[src/rtl/rr_arbiter_n_pkg.sv]
// Shared helpers for the round-robin arbiter: modulo index wrap and
// burst-counter width.
package rr_arb_pkg;

  function automatic int unsigned next_idx(input int unsigned idx, input int unsigned n);
    return (idx + 32'd1 >= n) ? 32'd0 : idx + 32'd1;
  endfunction

  function automatic int unsigned cnt_width(input int unsigned max_cnt);
    return $clog2(max_cnt + 32'd1);
  endfunction

endpackage

[src/rtl/rr_arbiter_n_if.sv]
// Request/pop/mux-select bundle between the ingress FIFOs, the arbiter and
// the shared output mux.
interface rr_arbiter_n_if #(
  parameter int unsigned NUM_CH = 4,
  parameter int unsigned SEL_W  = 2
) ();
  logic [NUM_CH-1:0] request;
  logic              dst_ready;
  logic [NUM_CH-1:0] pop;
  logic [SEL_W-1:0]  portMux;
  logic              validMux;

  modport master (
    input  request, dst_ready,
    output pop, portMux, validMux
  );

  modport slave (
    output request, dst_ready,
    input  pop, portMux, validMux
  );
endinterface

[src/rtl/rr_arbiter_n_prio_pick.sv]
// Combinational rotating-priority picker: first set request bit scanning
// from ptr_i upward with wrap, returned as one-hot grant plus index.
module rr_prio_pick
  import rr_arb_pkg::*;
#(
  parameter int unsigned NUM_CH = 4,
  parameter int unsigned SEL_W  = 2
) (
  input  logic [NUM_CH-1:0] req_i,
  input  logic [SEL_W-1:0]  ptr_i,
  output logic [NUM_CH-1:0] gnt_o,
  output logic [SEL_W-1:0]  idx_o,
  output logic              any_o
);

  always_comb begin
    logic [SEL_W-1:0] pos;
    gnt_o = '0;
    idx_o = '0;
    any_o = 1'b0;
    pos   = ptr_i;
    for (int unsigned off = 0; off < NUM_CH; off++) begin
      if (!any_o && req_i[pos]) begin
        gnt_o[pos] = 1'b1;
        idx_o      = pos;
        any_o      = 1'b1;
      end
      pos = SEL_W'(next_idx(32'(pos), NUM_CH));
    end
  end

endmodule

[src/rtl/rr_arbiter_n.sv]
// N-channel round-robin FIFO arbiter with downstream backpressure and a
// registered mux select. Define RR_BURST_EN to allow up to MAX_BURST grants in a row.
module rr_arbiter_n
  import rr_arb_pkg::*;
#(
  parameter int unsigned NUM_CH    = 4,
  parameter int unsigned SEL_W     = 2,
  parameter int unsigned MAX_BURST = 4
) (
  input logic            clk,
  input logic            reset_L,
  rr_arbiter_n_if.master bus
);

  localparam int unsigned BCNT_W = cnt_width(MAX_BURST);

  // With bursts disabled the limit collapses to 1: every grant advances ptr
  // and bcnt stays 0, i.e. plain round robin through the same datapath.
`ifdef RR_BURST_EN
  localparam int unsigned BURST_LIM = MAX_BURST;
`else
  localparam int unsigned BURST_LIM = 1;
`endif

  if (SEL_W != $clog2(NUM_CH)) begin : g_bad_sel_w
    $error("rr_arbiter_n: SEL_W must equal clog2(NUM_CH)");
  end
  if (NUM_CH < 2) begin : g_bad_num_ch
    $error("rr_arbiter_n: NUM_CH must be at least 2");
  end
  if (MAX_BURST < 1) begin : g_bad_burst
    $error("rr_arbiter_n: MAX_BURST must be at least 1");
  end

  logic [SEL_W-1:0]  ptr_q, ptr_d;
  logic [SEL_W-1:0]  port_q, port_d;
  logic              valid_q, valid_d;
  logic [BCNT_W-1:0] bcnt_q, bcnt_d, bcnt_n;
  logic [NUM_CH-1:0] gnt;
  logic [SEL_W-1:0]  win;
  logic              any;
  logic              grant;

  rr_prio_pick #(
    .NUM_CH (NUM_CH),
    .SEL_W  (SEL_W)
  ) u_pick (
    .req_i (bus.request),
    .ptr_i (ptr_q),
    .gnt_o (gnt),
    .idx_o (win),
    .any_o (any)
  );

  assign grant        = reset_L && bus.dst_ready && any;
  assign bus.pop      = grant ? gnt : '0;
  assign bus.portMux  = port_q;
  assign bus.validMux = valid_q;

  always_comb begin
    port_d  = port_q;
    valid_d = 1'b0;
    ptr_d   = ptr_q;
    bcnt_d  = bcnt_q;
    bcnt_n  = (win == port_q && bcnt_q != '0) ? bcnt_q + 1'b1 : BCNT_W'(1);
    if (grant) begin
      port_d  = win;
      valid_d = 1'b1;
      if (32'(bcnt_n) < BURST_LIM) begin
        ptr_d  = win;
        bcnt_d = bcnt_n;
      end else begin
        ptr_d  = SEL_W'(next_idx(32'(win), NUM_CH));
        bcnt_d = '0;
      end
    end
  end

  always_ff @(posedge clk or negedge reset_L) begin
    if (!reset_L) begin
      ptr_q   <= '0;
      port_q  <= '0;
      valid_q <= 1'b0;
      bcnt_q  <= '0;
    end else begin
      ptr_q   <= ptr_d;
      port_q  <= port_d;
      valid_q <= valid_d;
      bcnt_q  <= bcnt_d;
    end
  end

endmodule

[src/flat_wrapper.sv]
// flat-port wrapper written by rule: the top's interface ports become plain ports
module rr_arbiter_n_flat import rr_arb_pkg::*;
#(
  parameter int unsigned NUM_CH    = 4,
  parameter int unsigned SEL_W     = 2,
  parameter int unsigned MAX_BURST = 4
)
  (clk, reset_L, bus_request, bus_dst_ready, bus_pop, bus_portMux, bus_validMux);
  rr_arbiter_n_if #(.NUM_CH(NUM_CH), .SEL_W(SEL_W)) bus_i ();
  input logic clk;
  input logic reset_L;
  input wire logic [$bits(bus_i.request)-1:0] bus_request;
  input wire logic [$bits(bus_i.dst_ready)-1:0] bus_dst_ready;
  output wire logic [$bits(bus_i.pop)-1:0] bus_pop;
  output wire logic [$bits(bus_i.portMux)-1:0] bus_portMux;
  output wire logic [$bits(bus_i.validMux)-1:0] bus_validMux;
  assign bus_i.request = bus_request;
  assign bus_i.dst_ready = bus_dst_ready;
  assign bus_pop = bus_i.pop;
  assign bus_portMux = bus_i.portMux;
  assign bus_validMux = bus_i.validMux;
  rr_arbiter_n #(.NUM_CH(NUM_CH), .SEL_W(SEL_W), .MAX_BURST(MAX_BURST)) u_core (.clk(clk), .reset_L(reset_L), .bus(bus_i));
endmodule
[config.mk]
export PLATFORM = sky130hd
export DESIGN_NAME = rr_arbiter_n_flat
export DESIGN_NICKNAME = d
export VERILOG_FILES = /design/src/rtl/rr_arbiter_n_pkg.sv /design/src/rtl/rr_arbiter_n_if.sv /design/src/rtl/rr_arbiter_n_prio_pick.sv /design/src/rtl/rr_arbiter_n.sv /design/src/flat_wrapper.sv
export SDC_FILE = /design/constraint.sdc
export NUM_CORES = 1
export LEC_CHECK = 0
export ABC_AREA = 0
export BUFFER_PORTS_ARGS = -buffer_cell sky130_fd_sc_hd__buf_4
export CORE_MARGIN = 3
export CORE_UTILIZATION = 45
export CTS_BUF_LIST = sky130_fd_sc_hd__clkbuf_16
export CTS_CLUSTER_DIAMETER = 100
export DETAILED_ROUTE_END_ITERATION = 16
export PLACE_DENSITY = 0.65
export RECOVER_POWER = 50
export SLEW_MARGIN = 20
export SYNTH_ARGS = -nofsm -noshare
export SYNTH_HDL_FRONTEND = slang
export SYNTH_HIERARCHICAL = 1
export SYNTH_SLANG_ARGS = --single-unit
[constraint.sdc]
create_clock -name clk -period 5.73 [get_ports clk]
set_input_delay 0.2865 -clock clk [delete_from_list [all_inputs] [get_ports clk]]
set_output_delay 0.2865 -clock clk [all_outputs]
set_load 0.02 [all_outputs]
==> metrics.csv, run 1 <==
stage;metric;value;unit
outcome;status;finished, final reports clean;
placement;placed_cells;157;
detailed_routing;postRouteWirelength;2150;microns
die;die_w;54.4;microns
logic_synthesis;synth_flop_cell;dfrtp_1;
global_routing;busiest_layer;met2;
sta;tns;0;ps
sta;fin_skew;1.85;ps
placement;port-buffer-count;13;
clock_tree;postCtsSetupRepairBufs;0;
power;clock_power_share;17.5;%
clock_tree;h-tree-depth;1;
sta;worst_slew_pin_slew;532;ps
logic_synthesis;synth_edf_count;0;
logic_synthesis;ys_seq_area_share;19.0;%
power;p_sw;0.319;mW
logic_synthesis;syn_inst;122;
power;swShare;48.3;%
global_routing;met3_usage;5.72;%
clock_tree;cts.sinks;8;
sta;fmax;287;MHz
die;core-area;0.00208;sq mm
layout;drive_gt1_share;17.9;%
logic_synthesis;ys_ff_latch;8;
setup_path;crit_path_max_fanout;11;
clock_tree;clk_latency;230;ps
power;power.density;544;mW/mm^2
layout;nets;154;
detailed_routing;dr.pass1.iters;4;
clock_tree;clockBufferDepth;2;
global_routing;grt_pass1_vias;804;
clock_tree;numCtsBuffers;3;
logic_synthesis;synth_area_per_cell;8.65;sq um
detailed_routing;drcViolationCount;0;
power;p_comb_share;67.5;%
global_routing;grt_pass1_wl;3560;microns
logic_synthesis;synth_nets;140;
global_routing;gr-usage-met1;22.2;%
detailed_routing;drtIter0Drc;20;
die;num_io_pins;14;
setup_path;worstPathRequired;5440;ps
min_path;min_path_type;in -> reg;
sta;hold_viol;0;
die;die_y;54.4;microns
power;p_int;0.341;mW
setup_path;crit_arrival;3200;ps
layout;area_growth;14.9;%
logic_synthesis;yosysUniqueCellTypes;45;
clock_tree;clockRootBuffer;clkbuf_16;
setup_path;crit_path_end_kind;primary output;
placement;dp_hpwl;1610;microns
detailed_routing;vias;892;
sta;period_share;60.9;%
detailed_routing;wl_per_cell;13.4;microns
sta;finalSetupViolCount;0;
die;start_util;50.7;%
flow_run;drv_cap;0;
logic_synthesis;async_reset_ff_share;100;%
die;dieArea;0.00296;sq mm
global_routing;met2_usage;25.7;%
layout;fillers;198;
power;ir_worst_vdd;308;uV
global_routing;grt_max_degree;14;
logic_synthesis;yosysWarnings;6;
global_routing;antenna_found_initial;0;
power;power_leakage;0.543;nW
detailed_routing;via_per_inst;5.54;
global_routing;grt_util_all_layers;16.6;%
sta;maxSlewHeadroom;64.5;%
setup_path;start_kind;register;
global_routing;grt-ovfl-total;0;
sta;drv_slew;0;
setup_path;worst-setup-path-type;reg -> out;
clock_tree;clk_pin_slew;40;ps
detailed_routing;ant_nets;0;
placement;gp_congestion;0.893;
clock_tree;cts_tree;yes;
layout;insertedDiodeCount;0;
sta;post-route-min-period;3490;ps
die;rows;16;
sta;rsz0062_at_grt;no;
power;pwr-share-seq;15.0;%
logic_synthesis;synth_area;0.00105;sq mm
layout;finalNonFillerCells;161;
cell usage in the layout, fill, tap and decap left out, types with 2 or more instances in the layout:
master / netlist / layout
ha_1: 11 / 11
buf_4: 0 / 9
dfrtp_1: 8 / 8
a21oi_1: 4 / 4
o21ai_0: 3 / 3
a221o_1: 3 / 3
o211ai_1: 3 / 3
clkbuf_16: 0 / 3
o21ai_1: 4 / 4
nand2_1: 18 / 18
nand3b_1: 2 / 2
nor3_1: 2 / 2
nor2_1: 4 / 4
mux2i_1: 7 / 7
nand2b_1: 7 / 7
xor2_1: 2 / 2
clkbuf_1: 0 / 4
nand3_1: 2 / 2
a21o_1: 2 / 2
inv_1: 5 / 5
and2_1: 5 / 5
per-stage QoR:
stage	hold slack (ps)	power (mW)	instance area [sq um]	setup WS [ps]	util [%]
2_1_floorplan	-9.09	0.463	1050	3000	-
3_3_place_gp	121	0.547	1140	2330	54.9
3_5_place_dp	119	0.548	1140	2320	54.9
4_1_cts	420	0.670	1230	2240	59.0
5_1_grt	476	0.723	1210	1960	58.2
6_report	460	0.659	1210	2240	58.2
worst max-delay path: stages, from the launching register on:
cell,delay (ps)
dfrtp_1,560
inv_1,230
ha_1,540
mux2i_1,380
nand2_1,110
a21oi_2,170
o21ai_0,150
nand3_2,170
clkinv_1,250
and2_1,250
buf_4,150
path summary, 6_finish.rpt:
kind	from	endpoint	slack, ps	cells after the start
min in group asynchronous	reset_L	u_core/bcnt_q[2]	550	2
max reg2reg	u_core/ptr_q[0]	u_core/ptr_q[1]	2330	9
max	u_core/ptr_q[0]	bus_pop[1]	2240	10
min	bus_dst_ready	u_core/bus.portMux[1]	460	4
max in group asynchronous	reset_L	u_core/ptr_q[0]	4830	2
min reg2reg	u_core/bus.portMux[1]	u_core/bus.portMux[1]	530	2
final cells by class:
type                       instances  area (sq um)  share of cell area (%)
sequential                         8           200                    16.5
inverter                           6          22.5                    1.86
multi-input combinational        103           788                    65.0
clock buffer                       3          75.1                    6.19
timing repair buffer              14          92.6                    7.64
tap                               27          33.8                    2.79
power by group through the flow:
stage          Combinational [mW]  Clock (mW)  Sequential (mW)
5_1_grt                     0.497       0.123            0.103
6_report                    0.445       0.115           0.0989
3_3_place_gp                0.449           0           0.0980
3_5_place_dp                0.448           0           0.0998
2_1_floorplan               0.361           0            0.102
4_1_cts                     0.451       0.119           0.0997
logic make-up after synthesis:
family	after synthesis	synth area share (%)
buffers and inverters	11	6.29
adder cells (fa/ha/maj)	11	13.0
AO/OA/AOI/OAI	29	20.6
AND/OR/NAND/NOR	51	27.4
flip-flops	8	19.0
multiplexers	10	12.0
XOR/XNOR	2	1.66
routing by layer:
layer | part of all wire [%] | wire length [microns]
met5 | 0 | 0
met3 | 6.4 | 138
met2 | 42 | 913
met1 | 51 | 1100
met4 | 0 | 0
synthesized netlist by cell type, types with 2 or more instances:
cell type / instances / area (sq um)
nand2_1: 18 / 67.6
ha_1: 11 / 138
dfrtp_1: 8 / 200
mux2i_1: 7 / 70.1
nand2b_1: 7 / 43.8
and2_1: 5 / 31.3
inv_1: 5 / 18.8
a21oi_1: 4 / 20.0
nor2_1: 4 / 15.0
o21ai_1: 4 / 20.0
a221o_1: 3 / 30.0
buf_6: 3 / 33.8
o211ai_1: 3 / 22.5
o21ai_0: 3 / 15.0
a21o_1: 2 / 15.0
buf_2: 2 / 10.0
nand3_1: 2 / 10.0
nand3b_1: 2 / 15.0
nor3_1: 2 / 10.0
xor2_1: 2 / 17.5
registers in the layout, indices dropped and copies added (netlist names):
| signal | cells |
|---|---|
| u_core/bus.validMux | 1 |
| u_core/bcnt_q | 3 |
| u_core/ptr_q | 2 |
| u_core/bus.portMux | 2 |
timing repair:
item                                   4_1_cts  5_1_grt
resized for setup                            0        0
endpoints found under the hold margin        8        0
hold buffers                                 1        0
Note: power is estimated with default switching activity, not from simulation.
==> run 2, diff against run 1 <==
- PLACE_DENSITY: 0.65 -> 0.67
- clock period: 5.73 -> 3.2 ns (I/O delays scaled with it)
==> run 2 against run 1 <==
  * Sequential share of layout area shrank 0.78 points
  * Combinational power grew 96%
  * Global-route usage grew 1.1 points
  * Via count grew 6.5%
  * Sequential power grew 81%
  * Critical path type unchanged
  * Largest power group unchanged
==> metrics.csv, run 2 (synthesized netlist as in run 1, its figures left out) <==
stage;metric;value;unit;change
flow_run;drv_cap;0;;unchanged
sta;tns;0;ps;unchanged
sta;fmax;339;MHz;
layout;insertedDiodeCount;0;;unchanged
clock_tree;clockBufferDepth;2;;unchanged
setup_path;slowest_delay;550;ps;about the same
setup_path;crit_slowest_cell;dfrtp_1;;
sta;hold_viol;0;;unchanged
layout;nets;161;;+4.5%
global_routing;grt_max_degree;14;;unchanged
clock_tree;cts_resized;0;;unchanged
power;power.density;993;mW/mm^2;+83%
clock_tree;cts.sinks;8;;unchanged
setup_path;r2r_end;u_core/ptr_q[1];;
setup_path;rr_startpoint;u_core/ptr_q[0];;
clock_tree;postCtsSetupRepairBufs;0;;unchanged
layout;largest_reg_flops;3;;unchanged
outcome;status;finished, final reports clean;;
setup_path;r2r_slack;320;ps;-2010 ps
clock_tree;clk_pin_slew;40;ps;about the same
setup_path;crit_path_end_kind;primary output;;
power;finalPower;1.26;mW;+92%
detailed_routing;dr.pass1.iters;4;;unchanged
setup_path;worst-setup-path-type;reg -> out;;
setup_path;cp_cell_sequence;inv_1 -> ha_1 -> mux2i_1 -> nand2_1 -> a21oi_2 -> o21ai_0 -> nand3_2 -> clkinv_1 -> and2_1 -> buf_4;;
clock_tree;holdBufCountCts;1;;unchanged
sta;period_share;92.2;%;
sta;maxSlewHeadroom;67.2;%;+2.7 points
detailed_routing;drtIter0Drc;24;;+20%
setup_path;cpLargestDelayFamily;flip-flops;;
global_routing;grt_util_all_layers;17.7;%;+1.1 points
die;rows;16;;unchanged
placement;place_ws;329;ps;-1990 ps
sta;worst_slew_pin_slew;481;ps;-51.1 ps
die;dieArea;0.00296;sq mm;unchanged
clock_tree;clk_latency;230;ps;about the same
sta;rsz0062_at_grt;no;;
detailed_routing;postRouteWirelength;2350;microns;+9.1%
global_routing;grt_pass1_wl;3690;microns;+3.7%
placement;gp_congestion;0.811;;-9.2%
detailed_routing;drcViolationCount;0;;unchanged
setup_path;reg2reg_depth;9;;unchanged
die;start_util;50.7;%;unchanged
clock_tree;cts_tree;yes;;
global_routing;grt_pass1_vias;804;;unchanged
placement;dp_hpwl;1810;microns;+12%
layout;drive_gt1_share;23.4;%;+5.5 points
die;core-area;0.00208;sq mm;unchanged
detailed_routing;via_per_inst;5.65;;+2.1%
die;die_y;54.4;microns;unchanged
min_path;min_path_type;in -> async;;
setup_path;path_buf_inv;3;;unchanged
setup_path;crit_path_max_fanout;11;;unchanged
power;power_leakage;0.585;nW;+7.6%
detailed_routing;ant_nets;0;;unchanged
layout;fillers;203;;+2.5%
sta;finalSetupViolCount;0;;unchanged
setup_path;worstPathRequired;3040;ps;-2400 ps
global_routing;antenna_found_initial;0;;unchanged
sta;worst_slack;250;ps;-1990 ps
clock_tree;numCtsBuffers;3;;unchanged
detailed_routing;vias;950;;+6.5%
die;num_io_pins;14;;unchanged
global_routing;grt-ovfl-total;0;;unchanged
sta;post-route-min-period;2950;ps;
setup_path;crit_arrival;2790;ps;-410 ps
layout;area_growth;20.6;%;
placement;port-buffer-count;13;;unchanged
power;ir_worst_vdd;579;uV;+88%
sta;drv_slew;0;;unchanged
setup_path;start_kind;register;;
clock_tree;clockRootBuffer;clkbuf_16;;
clock_tree;h-tree-depth;1;;unchanged
layout;top_register;u_core/bcnt_q;;
sta;fin_skew;2.18;ps;+0.331 ps
die;die_w;54.4;microns;unchanged
detailed_routing;wl_per_cell;14.0;microns;+4.6%
layout;final_cell_mix;buf_4, nand2_1, ha_1, dfrtp_1;;
## run 2: cell types whose count changed in the layout (fill, tap and decap cells not counted)
| cell | change |
|---|---|
| buf_4 | +9 |
| clkbuf_1 | -2 |
## run 2: worst max-delay path by stage
stage	start	end	slack (ps)	cells past startpoint
finish	u_core/ptr_q[0]	bus_pop[3]	250	10
global placement	u_core/ptr_q[0]	u_core/ptr_q[1]	410	9
floorplan	u_core/ptr_q[0]	u_core/ptr_q[1]	470	10
global route	u_core/ptr_q[0]	bus_pop[1]	9	10
CTS	u_core/ptr_q[0]	bus_pop[3]	250	10
detailed placement	u_core/ptr_q[0]	u_core/ptr_q[1]	330	9
## run 2: final cells by class
| type | count | area [sq um] | share of cell area [%] |
|---|---|---|---|
| Multi-Input combinational cell | 103 | 788 | 61.9 |
| Clock buffer | 3 | 75.1 | 5.90 |
| Timing Repair Buffer | 21 | 153 | 12.0 |
| Inverter | 6 | 22.5 | 1.77 |
| Tap cell | 27 | 33.8 | 2.65 |
| Sequential cell | 8 | 200 | 15.7 |
## run 2: report_power, final
group | total (mW) | internal [mW] | switching [mW]
Combinational | 0.874 | 0.379 | 0.495
Sequential | 0.179 | 0.128 | 0.0507
Clock | 0.210 | 0.161 | 0.0492
Total | 1.26 | 0.669 | 0.595
## run 2: metal layers
metal  vias up  global-route usage, %  share of wire (%)
li1        485                      -                  -
met1       444                   24.7                 51
met2        19                   25.9                 45
met3         2                   5.72                4.0
met4         0                   4.98               0.51
met5         -                      0                  0
## run 2: stage by stage
step	util [%]	hold slack, ps	std cells	area [sq um]
floorplan	-	-136	122	1050
global placement	57.4	-7.61	164	1190
detailed placement	57.4	-5.72	164	1190
CTS	61.5	289	168	1280
global route	61.1	309	168	1270
finish	61.1	292	168	1270
## run 2: worst register-to-register path, stage by stage, from the launching register on
cell	delay [ps]
dfrtp_1	500
ha_1	360
nor2_2	180
mux4_2	560
nor2_4	170
a22oi_1	110
o21ai_1	210
xor2_1	140
a2111oi_2	360
mux2i_1	220
